File: config.mk
export PLATFORM = sky130hd
export DESIGN_NAME = morse_msg_sequencer_flat
export DESIGN_NICKNAME = d
export VERILOG_FILES = /design/src/rtl/morse_msg_sequencer_if.sv /design/src/rtl/morse_msg_sequencer.sv /design/src/flat_wrapper.sv
export SDC_FILE = /design/constraint.sdc
export NUM_CORES = 1
export LEC_CHECK = 0
export BUFFER_PORTS_ARGS = -buffer_cell sky130_fd_sc_hd__clkbuf_2
export CAP_MARGIN = 25
export CORE_UTILIZATION = 50
export DETAILED_ROUTE_END_ITERATION = 16
export PLACE_DENSITY = 0.67
export SLEW_MARGIN = 40
export SYNTH_ARGS = -nofsm -noshare
export SYNTH_HDL_FRONTEND = slang
export SYNTH_SLANG_ARGS = --single-unit
File: constraint.sdc
create_clock -name clock -period 3.1 [get_ports clock]
set_input_delay 0.31 -clock clock [delete_from_list [all_inputs] [get_ports clock]]
set_output_delay 0.31 -clock clock [all_outputs]
set_load 0.02 [all_outputs]
File: src/rtl/morse_msg_sequencer_if.sv
// morse_msg_sequencer_if: letter push handshake, playback control and Morse line status; MORSE_LOOP_EN adds loop control
interface morse_msg_sequencer_if #(
  parameter int FIFO_DEPTH = 4
);
  logic [2:0] sym_in;
  logic sym_valid;
  logic sym_ready;
  logic start;
  logic abort;
  logic morse_out;
  logic busy;
  logic unit_tick;
  logic [$clog2(FIFO_DEPTH):0] fifo_count;
`ifdef MORSE_LOOP_EN
  logic loop;
  modport master (
    output sym_in, sym_valid, start, abort, loop,
    input sym_ready, morse_out, busy, unit_tick, fifo_count
  );
  modport slave (
    input sym_in, sym_valid, start, abort, loop,
    output sym_ready, morse_out, busy, unit_tick, fifo_count
  );
`else
  modport master (
    output sym_in, sym_valid, start, abort,
    input sym_ready, morse_out, busy, unit_tick, fifo_count
  );
  modport slave (
    input sym_in, sym_valid, start, abort,
    output sym_ready, morse_out, busy, unit_tick, fifo_count
  );
`endif
endinterface

File: src/rtl/morse_msg_sequencer.sv
// morse_msg_sequencer: buffers letter codes S..Z and plays them back-to-back on one LED line; MORSE_LOOP_EN repeats the message
module morse_msg_sequencer #(
  parameter int TICK_DIV = 25000000,
  parameter int FIFO_DEPTH = 4,
  parameter int GAP_UNITS = 3
) (
  input logic clock,
  input logic reset,
  morse_msg_sequencer_if.slave bus
);
  localparam int AW = $clog2(FIFO_DEPTH);
  localparam int CW = AW + 1;
  localparam int TW = $clog2(TICK_DIV);
  localparam int GW = $clog2(GAP_UNITS + 1);
  localparam logic [TW-1:0] TICK_MAX = TW'(TICK_DIV - 1);
  localparam logic [GW-1:0] GAP_INIT = GW'(GAP_UNITS);
  localparam logic [CW-1:0] DEPTH = CW'(FIFO_DEPTH);
  localparam logic [12:0] PAT [8] = '{
    13'b1010100000000, 13'b1110000000000, 13'b1010111000000, 13'b1010101110000,
    13'b1011101110000, 13'b1110101011100, 13'b1110101110111, 13'b1110111010100
  };
  localparam logic [3:0] LEN [8] = '{4'd5, 4'd3, 4'd7, 4'd9, 4'd9, 4'd11, 4'd13, 4'd11};
  typedef enum logic [1:0] {IDLE, LOAD, SEND, GAP} state_t;
  state_t r_state, w_next;
  logic [2:0] r_mem [FIFO_DEPTH];
  logic [AW-1:0] r_wr_ptr, r_rd_ptr;
  logic [CW-1:0] r_count;
  logic [12:0] r_shift;
  logic [3:0] r_bits_left;
  logic [GW-1:0] r_gap_left;
  logic [TW-1:0] r_tick_cnt;
  logic r_morse;
  logic w_loop, w_active, w_tick, w_ready, w_push, w_pop, w_repush, w_wr;
  logic [2:0] w_head, w_wr_data;
`ifdef MORSE_LOOP_EN
  assign w_loop = bus.loop;
`else
  assign w_loop = 1'b0;
`endif
  assign w_head = r_mem[r_rd_ptr];
  assign w_active = (r_state == SEND) || (r_state == GAP);
  assign w_tick = w_active && (r_tick_cnt == '0);
  assign w_ready = (r_count < DEPTH) && !bus.abort && !((r_state != IDLE) && w_loop);
  assign w_push = bus.sym_valid && w_ready;
  assign w_pop = (r_state == LOAD) && !bus.abort;
  assign w_repush = w_pop && w_loop;
  assign w_wr = w_push || w_repush;
  assign w_wr_data = w_repush ? w_head : bus.sym_in;
  assign bus.sym_ready = w_ready;
  assign bus.morse_out = r_morse;
  assign bus.busy = (r_state != IDLE);
  assign bus.unit_tick = w_tick;
  assign bus.fifo_count = r_count;
  // Next state: abort wins, then letter load, unit shifting and gap countdown
  always_comb begin
    w_next = bus.abort ? IDLE :
             (r_state == IDLE) ? ((bus.start && r_count != '0) ? LOAD : IDLE) :
             (r_state == LOAD) ? SEND :
             (r_state == SEND) ? ((w_tick && r_bits_left == 4'd1) ? GAP : SEND) :
             (w_tick && r_gap_left == GW'(1)) ? ((r_count != '0) ? LOAD : IDLE) : GAP;
  end
  // State register
  always_ff @(posedge clock or negedge reset) begin
    if (!reset) r_state <= IDLE;
    else r_state <= w_next;
  end
  // Letter storage; the looped re-push writes the popped head back to the tail
  always_ff @(posedge clock) begin
    if (w_wr) r_mem[r_wr_ptr] <= w_wr_data;
  end
  // FIFO pointers and occupancy; abort flushes everything
  always_ff @(posedge clock or negedge reset) begin
    if (!reset) begin
      r_wr_ptr <= '0;
      r_rd_ptr <= '0;
      r_count <= '0;
    end else if (bus.abort) begin
      r_wr_ptr <= '0;
      r_rd_ptr <= '0;
      r_count <= '0;
    end else begin
      if (w_wr) r_wr_ptr <= r_wr_ptr + 1'b1;
      if (w_pop) r_rd_ptr <= r_rd_ptr + 1'b1;
      r_count <= r_count + CW'(w_wr) - CW'(w_pop);
    end
  end
  // Unit timer, pattern shifter and registered Morse line
  always_ff @(posedge clock or negedge reset) begin
    if (!reset) begin
      r_shift <= '0;
      r_bits_left <= '0;
      r_gap_left <= '0;
      r_tick_cnt <= '0;
      r_morse <= 1'b0;
    end else if (bus.abort) begin
      r_tick_cnt <= TICK_MAX;
      r_morse <= 1'b0;
    end else if (r_state == LOAD) begin
      r_shift <= PAT[w_head];
      r_bits_left <= LEN[w_head];
      r_tick_cnt <= TICK_MAX;
      r_morse <= 1'b1;
    end else if (w_active) begin
      r_tick_cnt <= w_tick ? TICK_MAX : r_tick_cnt - 1'b1;
      if (w_tick && r_state == SEND && r_bits_left == 4'd1) begin
        r_morse <= 1'b0;
        r_gap_left <= GAP_INIT;
      end else if (w_tick && r_state == SEND) begin
        r_shift <= {r_shift[11:0], r_shift[12]};
        r_bits_left <= r_bits_left - 1'b1;
        r_morse <= r_shift[11];
      end
      if (w_tick && r_state == GAP) r_gap_left <= r_gap_left - 1'b1;
    end else begin
      r_tick_cnt <= TICK_MAX;
    end
  end
endmodule

File: src/flat_wrapper.sv
// flat-port wrapper written by rule: the top's interface ports become plain ports
module morse_msg_sequencer_flat 
#(
  parameter int TICK_DIV = 25000000,
  parameter int FIFO_DEPTH = 4,
  parameter int GAP_UNITS = 3
)
  (clock, reset, bus_sym_in, bus_sym_valid, bus_start, bus_abort, bus_sym_ready, bus_morse_out, bus_busy, bus_unit_tick, bus_fifo_count);
  morse_msg_sequencer_if #(.FIFO_DEPTH(FIFO_DEPTH)) bus_i ();
  input logic clock;
  input logic reset;
  input wire logic [$bits(bus_i.sym_in)-1:0] bus_sym_in;
  input wire logic [$bits(bus_i.sym_valid)-1:0] bus_sym_valid;
  input wire logic [$bits(bus_i.start)-1:0] bus_start;
  input wire logic [$bits(bus_i.abort)-1:0] bus_abort;
  output wire logic [$bits(bus_i.sym_ready)-1:0] bus_sym_ready;
  output wire logic [$bits(bus_i.morse_out)-1:0] bus_morse_out;
  output wire logic [$bits(bus_i.busy)-1:0] bus_busy;
  output wire logic [$bits(bus_i.unit_tick)-1:0] bus_unit_tick;
  output wire logic [$bits(bus_i.fifo_count)-1:0] bus_fifo_count;
  assign bus_i.sym_in = bus_sym_in;
  assign bus_i.sym_valid = bus_sym_valid;
  assign bus_i.start = bus_start;
  assign bus_i.abort = bus_abort;
  assign bus_sym_ready = bus_i.sym_ready;
  assign bus_morse_out = bus_i.morse_out;
  assign bus_busy = bus_i.busy;
  assign bus_unit_tick = bus_i.unit_tick;
  assign bus_fifo_count = bus_i.fifo_count;
  morse_msg_sequencer #(.TICK_DIV(TICK_DIV), .FIFO_DEPTH(FIFO_DEPTH), .GAP_UNITS(GAP_UNITS)) u_core (.clock(clock), .reset(reset), .bus(bus_i));
endmodule
# After elaboration in Yosys (flattened, before gate mapping)
# Memory sizes are Yosys's and may differ from the RTL's.
# Index checks and enable logic that the tools add are counted.
# word_totals
regBits,54
ramBits,12
rom_bits,136
inputBits,8
out_inout_bits,7
word_cells,94
memories,3
# op_classes
n_addsub,7
magnitude_cmp,2
eq_ne,6
n_mux,38
n_bitwise,3
reduce_logical,26
# mem_list
memory,depth,word_bits,read_ports,rd_ports_with_merged_regs,write_ports,line,source
(no name shown),8,13,1,0,0,morse_msg_sequencer.sv:99,r_shift <= PAT[w_head];
(no name shown),8,4,1,0,0,morse_msg_sequencer.sv:100,r_bits_left <= LEN[w_head];
u_core.r_mem,4,3,1,0,1,morse_msg_sequencer.sv:25,logic [2:0] r_mem [FIFO_DEPTH];
# op_table
cell,count
25-bit 2-to-1 mux,4
13-bit 2-to-1 mux,6
25-bit logical NOT,1
"25-bit by 1-bit subtractor with 25-bit output, second input constant",1
4-bit 2-to-1 mux,6
2-bit 2-to-1 mux,11
2-bit nonzero test,6
1-bit logical AND,10
1-bit 2-to-1 mux,10
4-bit AND reduction,2
3-bit nonzero test,2
"2-bit by 1-bit adder with 2-bit output, second input constant",2
"2-bit by 1-bit equality test with 1-bit output, second input constant",2
"2-bit equality test, second input constant",2
"4-bit by 1-bit equality test with 1-bit output, second input constant",1
"4-bit greater-or-equal comparator, second input constant",1
3-bit NOT with 4-bit output,1
4-bit nonzero test,1
"4-bit by 1-bit subtractor with 4-bit output, second input constant",1
3-bit by 1-bit adder with 3-bit output,1
"3-bit < comparator, second input constant",1
3-bit 2-to-1 mux,1
3-bit by 1-bit subtractor with 3-bit output,1
2-bit logical NOT,1
other kinds (6),7

# Longest topological paths before layout
# Gate-level depths: netlist of the first run.
# depth
depth_word,9
mapped_depth,13
ltp_nobuf,10

# Worst setup path after synthesis of the first run
# No wires, ideal clock.
# synth_path
path_kind,flip-flop to flip-flop
from,register u_core.r_state[1]
to,"register u_core.r_count[2], in the netlist u_core.bus.fifo_count[2]"
setup_ns,0.132
t_arrival_ns,2.565
required_ns,2.968
path_slack_ns,0.403
stages_incl_launch_ff,14
n_path_buf,3
period_less_slack_ns,2.697
path_cell_list,dfrtp_1 buf_2 nand2b_1 or2_2 clkbuf_1 inv_1 clkbuf_1 ha_1 inv_1 ha_1 fa_1 xnor2_1 xnor2_1 nor2_1
# synth_between
elab_chain_len,4
# synth_rtl
element,line,source
"start, declared",morse_msg_sequencer.sv:24,"state_t r_state, w_next;"
"start signal, assigned",morse_msg_sequencer.sv:65,else r_state <= w_next;
2-bit by 1-bit equality test with 1-bit output,morse_msg_sequencer.sv:45,assign w_pop = (r_state == LOAD) && !bus.abort;
1-bit logical AND,morse_msg_sequencer.sv:45,
3-bit by 1-bit subtractor with 3-bit output,morse_msg_sequencer.sv:84,r_count <= r_count + CW'(w_wr) - CW'(w_pop);
3-bit 2-to-1 mux,morse_msg_sequencer.sv:77,end else if (bus.abort) begin
"end signal, assigned",morse_msg_sequencer.sv:84,
"end, declared",morse_msg_sequencer.sv:27,logic [CW-1:0] r_count;
# Every way passes these cells.
# A chain may end at the register's enable or synchronous reset.

# Worst setup path in the final report of the first run
# layout_path
from,register u_core.r_tick_cnt[4]
to,output port bus_unit_tick
# layout_between
elab_chain_len,2
# layout_rtl
element,line,source
"start, declared",morse_msg_sequencer.sv:31,logic [TW-1:0] r_tick_cnt;
"start signal, assigned",morse_msg_sequencer.sv:104,r_tick_cnt <= w_tick ? TICK_MAX : r_tick_cnt - 1'b1;
25-bit logical NOT,morse_msg_sequencer.sv:42,assign w_tick = w_active && (r_tick_cnt == '0);
1-bit logical AND,morse_msg_sequencer.sv:42,
"end, declared",flat_wrapper.sv:19,output wire logic [$bits(bus_i.unit_tick)-1:0] bus_unit_tick;
# Every way passes these cells.

==> results of run 1 <==
-- registers in the layout, summed over array words and instances (netlist names) --
signal and count:
u_core.r_tick_cnt 25, u_core.r_bits_left 4, u_core.bus.morse_out 1, u_core.r_wr_ptr 2, u_core.r_mem 12, u_core.r_shift 13
u_core.r_gap_left 2, u_core.bus.fifo_count 3, u_core.r_state 2, u_core.r_rd_ptr 2
-- cell usage after synthesis (6+ instances only) --
| master | number |
|---|---|
| nand2b_1 | 7 |
| edfxtp_1 | 12 |
| xnor2_1 | 19 |
| nand3_1 | 8 |
| inv_1 | 15 |
| ha_1 | 15 |
| nand2_1 | 31 |
| o21ai_0 | 7 |
| xor2_1 | 6 |
| clkbuf_1 | 6 |
| a21oi_1 | 6 |
| mux2i_1 | 6 |
| nor3_1 | 9 |
| dfrtp_1 | 54 |
| nor2_1 | 31 |
-- metal layers --
layer | wire length, um | up-vias | share of wire | global-route usage
met5 | 0 | - | 0 | 0
met3 | 223 | 11 | 0.034 | 0.0570
li1 | - | 1136 | - | -
met2 | 2830 | 44 | 0.44 | 0.285
met4 | 132 | 0 | 0.020 | 0.0878
met1 | 3310 | 1121 | 0.51 | 0.314
-- layout make-up --
cell class,instances,share of cell area
clock buffer,10,0.0339
tap,77,0.0256
timing repair buffer,18,0.0280
inverter,15,0.0150
sequential,66,0.455
clock inverter,6,0.0220
multi-input combinational,220,0.420
-- worst max-delay path, stage by stage, from the launching register on --
cell	delay, ns
dfrtp_1	0.43
nor4_1	0.51
nand4_1	0.31
nor3_4	0.46
clkbuf_2	0.25
-- where the power goes --
part	internal [W]	leakage [nW]	switching, W
Sequential	0.00102	0.729	0.000129
Clock	0.000449	0.106	0.000326
Combinational	0.000279	0.683	0.000337
Total	0.00175	1.52	0.000792
-- cells by family after synthesis --
logic type,share of synthesized area
simple gates,0.218
flops,0.503
compound gates,0.0787
buf+inv,0.0338
xor+xnor,0.0644
fa+ha+maj,0.0611
mux,0.0408
-- worst max path at each step --
stage,start,to,depth (start not counted)
after floorplan,u_core.r_state[1],u_core.bus.fifo_count[2],13
after global placement,u_core.r_state[1],u_core.bus.fifo_count[2],10
after detailed placement,u_core.r_state[1],u_core.bus.fifo_count[2],10
after CTS,u_core.r_tick_cnt[4],bus_unit_tick,4
after global routing,u_core.r_tick_cnt[4],bus_unit_tick,4
final,u_core.r_tick_cnt[4],bus_unit_tick,4
-- cell usage in the layout, fill, tap and decap left out, types with 7 or more instances in the layout --
| cell type | Yosys | final |
|---|---|---|
| inv_1 | 15 | 15 |
| nand2b_1 | 7 | 7 |
| clkbuf_8 | 0 | 9 |
| ha_1 | 15 | 15 |
| nand3_1 | 8 | 8 |
| nor2_1 | 31 | 31 |
| dfrtp_1 | 54 | 54 |
| nor3_1 | 9 | 9 |
| xnor2_1 | 19 | 19 |
| nand2_1 | 31 | 31 |
| o21ai_0 | 7 | 7 |
| edfxtp_1 | 12 | 12 |
| clkbuf_2 | 0 | 13 |
-- metrics by stage --
| step | util | hold slack [ns] |
|---|---|---|
| 6_report | 0.582 | 0.178 |
| 5_1_grt | 0.582 | 0.163 |
| 4_1_cts | 0.582 | 0.159 |
| 3_5_place_dp | 0.548 | 0.386 |
| 3_3_place_gp | 0.547 | 0.491 |
| 2_1_floorplan | - | 0.0144 |
-- repair_timing --
action                    CTS  global route
buffers inserted            0             0
hold endpoints to repair   10             0
hold buffers                1             0
==> results.yml, run 1 <==
run_status:
  outcome: "complete, no violations"
clocking:
  cts_tree: "done"
  cts_root_buf: "clkbuf_8"
  post_cts_resized: 0
  clk_pin_slew_ns: 0.08
  cts-htree-levels: 3
  cts_buffers: 9
  cts_buffer_depth: 2
  clock-sinks: 66
  clk_latency_ns: 0.34
setup_path:
  cp-start-kind: "register"
  worstReg2RegEnd: "u_core.bus.fifo_count[2]"
  crit_required_ns: 2.79
  path_class: "reg -> out"
  crit_fanout: 7
  arrival_ns: 2.30
  rrSetupSlack_ns: 0.59
  reg2reg_depth: 10
  r2r_start: "u_core.r_state[1]"
  worstSetupEndpointType: "primary output"
timing:
  skew_ns: 0.00872
  rsz0062_at_grt: "false"
  fmax_mhz: 383
  min_period_ns: 2.61
  slew_violations: 0
  hold_viol: 0
  timing.slew.headroom: 0.534
  finalSetupTns_ns: 0
  post-route-period-util: 0.843
  setup_viol: 0
  tightestPinTransition_ns: 0.699
  setup_slack_ns: 0.486
hold_path:
  hp-start: "bus_sym_in[1]"
  whs_path_depth: 1
  hp-class: "in -> reg"
  min_to: "u_core.r_mem[1][1]"
global_route:
  grt_pass1_wl_um: 11300
  grt_pass1_vias: 2294
  grt_antenna_before_repair: 0
  overflow: 0
  grt_max_degree: 43
  grt.total_usage: 0.209
place:
  placed_cells: 395
  routabilityCongestion: 0.852
  portBuffers: 14
  dpl_cell_area_sq_um: 3540
  dp_hpwl_um: 4530
  pre_cts_ws_ns: 0.605
power:
  p_per_area_nw_per_um2: 676
  peakVddDrop_mv: 0.412
  p_leak_nw: 1.52
  finalPower_w: 0.00254
finish:
  fin_area_sq_um: 3760
  area_growth_pct: 10.6
  fin_nets: 354
  num-fill-cells: 567
  drive_gt1_frac: 0.167
  multi_input_comb_area_sq_um: 1580
  antenna_cells: 0
  finalNonFillerCells: 412
  area.sequential_sq_um: 1710
logic_synthesis:
  yosys.area.top_type_share: 0.397
  synth_edf_count: 12
  ys_seq_area_frac: 0.503
  synth_area_sq_um: 3400
  synth_top_area_cell: "dfrtp_1"
  ys_warn_count: 0
  avgSynthCellArea_sq_um: 10.9
  ys.flop_type: "dfrtp_1"
  ys_seq_elements: 66
  async_flop_share: 0.818
  synth.area.top_cells: "dfrtp_1 (40%), edfxtp_1 (11%), ha_1 (5.5%)"
  syn_inst: 313
  ys_types: 53
  synthesis.nets: 337
floorplanning:
  num_rows: 29
  die_w_um: 84.5
  start_util: 0.527
  dieArea_sq_um: 7140
  die_h_um: 84.5
  core_area_sq_um: 6460
  io_pins: 15
flow_run:
  drv_cap: 0
routing:
  vias_per_cell: 5.61
  via_count: 2312
  drt_iter0_markers: 207
  ant_nets: 0
  drtPass1Iterations: 4
  wl_per_cell_um: 15.8
  drc_errors: 0
  routed_wl_um: 6490
No activity file was read; power rests on OpenSTA's default activity.
==> run 2: changes to the inputs <==
==> constraint.sdc (replaced) <==
create_clock -name clock -period 2.6 [get_ports clock]
set_input_delay 0.26 -clock clock [delete_from_list [all_inputs] [get_ports clock]]
set_output_delay 0.26 -clock clock [all_outputs]
set_load 0.02 [all_outputs]
==> results.yml, run 2 (synthesis gave the netlist of run 1 again) <==
run_status:
  outcome: "complete, no violations"
routing:
  via_count: 2343
  ant_nets: 0
  wl_per_cell_um: 15.4
  drtPass1Iterations: 4
  routed_wl_um: 6470
  vias_per_cell: 5.59
  drc_errors: 0
  drt_iter0_markers: 164
floorplanning:
  die_w_um: 84.5
  num_rows: 29
  start_util: 0.527
  die_h_um: 84.5
  core_area_sq_um: 6460
  io_pins: 15
  dieArea_sq_um: 7140
finish:
  area_growth_pct: 11.8
  antenna_cells: 0
  final_cell_mix: "dfrtp_1 (54), nor2_1 (31), nand2_1 (31), xnor2_1 (19)"
  regMostFlops: "u_core.r_tick_cnt"
  finalNonFillerCells: 419
  fin_nets: 361
  mostFrequentLayoutCell: "dfrtp_1"
  num-fill-cells: 547
  top_regs: "u_core.r_tick_cnt: 25 flops, u_core.r_shift: 13 flops, u_core.r_mem: 12 flops"
  multi_input_comb_area_sq_um: 1590
  drive_gt1_frac: 0.190
  area.sequential_sq_um: 1710
  largest_register_ffs: 25
setup_path:
  path_cells: "or4_4, nand2b_1, nor3_4, clkbuf_2"
  worstSetupEndpointType: "primary output"
  crit_fanout: 7
  arrival_ns: 2.17
  path_class: "reg -> out"
  cp-start-kind: "register"
  cp_slowest_stage_delay_ns: 0.57
  crit_required_ns: 2.34
  crit_path_top_delay_cell: "or4_4"
power:
  power_frac_seq: 0.454
  p_switching_w: 0.000960
  p_per_area_nw_per_um2: 780
  pwr-share-comb: 0.261
  netSwitchingFraction: 0.324
  internal-power_w: 0.00201
  p_leak_nw: 1.54
  p_clk_frac: 0.285
  peakVddDrop_mv: 0.504
  finalPower_w: 0.00297
global_route:
  grt_max_degree: 33
  grt.total_usage: 0.205
  overflow: 0
  grt_pass1_wl_um: 11100
  grt_pass1_vias: 2284
  grt_antenna_before_repair: 0
timing:
  hold_viol: 0
  setup_viol: 0
  finalSetupTns_ns: 0
  min_period_ns: 2.43
  fmax_mhz: 411
  slew_violations: 0
  skew_ns: 0.0108
  rsz0062_at_grt: "false"
  timing.slew.headroom: 0.530
  tightestPinTransition_ns: 0.704
  post-route-period-util: 0.935
clocking:
  cts_tree: "done"
  clk_latency_ns: 0.34
  cts_buffers: 9
  cts_buffer_depth: 2
  cts_root_buf: "clkbuf_8"
  clk_pin_slew_ns: 0.07
  clock-sinks: 66
  cts-htree-levels: 3
place:
  dp_hpwl_um: 4550
  placed_cells: 402
  portBuffers: 14
  routabilityCongestion: 0.823
flow_run:
  drv_cap: 0
hold_path:
  hp-class: "in -> reg"
[run 2: changes by cell type in the layout (fill, tap and decap cells not counted), sizes merged]
| cell | change |
|---|---|
| clkinvlp | +3 |
| clkbuf | -2 |
| buf | +8 |
| bufinv | -1 |
| clkinv | -1 |
[run 2: area by class of cell]
cell class,count,share of cell area
sequential,66,0.450
clock buffer,9,0.0326
tap,77,0.0253
clock inverter,7,0.0184
timing repair buffer,25,0.0415
multi-input combinational,220,0.417
inverter,15,0.0148
[run 2: power by group through the flow]
stage / combinational, W / sequential [W] / clock (W)
final: 0.000773 / 0.00135 / 0.000847
after global routing: 0.000864 / 0.00136 / 0.000913
after CTS: 0.000778 / 0.00135 / 0.000866
after detailed placement: 0.000773 / 0.00136 / 0
after global placement: 0.000752 / 0.00136 / 0
after floorplan: 0.000566 / 0.00134 / 0
[run 2: critical path, delay by kind of cell (launching register included)]
kind	cells	cell delay (ns)
buf+inv	1	0.24
flops	1	0.43
simple gates	3	1.16
[run 2: metal layers]
layer | wire length [um] | GRT usage
met5 | 0 | 0
met4 | 87 | 0.100
met3 | 295 | 0.0403
met2 | 2750 | 0.286
met1 | 3340 | 0.306
[run 2: final timing paths]
| check | startpoint | end | slack (ns) | depth (start not counted) |
|---|---|---|---|---|
| max in group asynchronous | reset | u_core.r_tick_cnt[24] | 1.65 | 3 |
| worst max-delay path | u_core.r_tick_cnt[18] | bus_unit_tick | 0.17 | 4 |
| worst min-delay path | bus_sym_in[0] | u_core.r_mem[3][0] | 0.14 | 1 |
| worst max register to register | u_core.r_state[1] | u_core.bus.fifo_count[2] | 0.31 | 10 |
| min in group asynchronous | reset | u_core.r_tick_cnt[10] | 0.39 | 2 |
| worst min register to register | u_core.r_tick_cnt[0] | u_core.r_tick_cnt[0] | 0.50 | 1 |
[run 2: repair_timing]
| action | 4_1_cts | 5_1_grt |
|---|---|---|
| hold buffers | 0 | 1 |
| buffers inserted | 0 | 0 |
| endpoints found under the hold margin | 0 | 30 |
| endpoints found under the setup margin | 0 | 1 |
| resized for setup | 0 | 1 |
[run 2: stage by stage]
step | cell area [sq um] | setup slack, ns | util | hold WS, ns
6_report | 3800 | 0.168 | 0.589 | 0.138
5_1_grt | 3800 | 0.0115 | 0.589 | 0.123
3_3_place_gp | 3580 | 0.412 | 0.555 | 0.387
3_5_place_dp | 3590 | 0.308 | 0.556 | 0.397
4_1_cts | 3780 | 0.0752 | 0.586 | 0.00982
2_1_floorplan | 3400 | 0.00404 | - | -0.0356
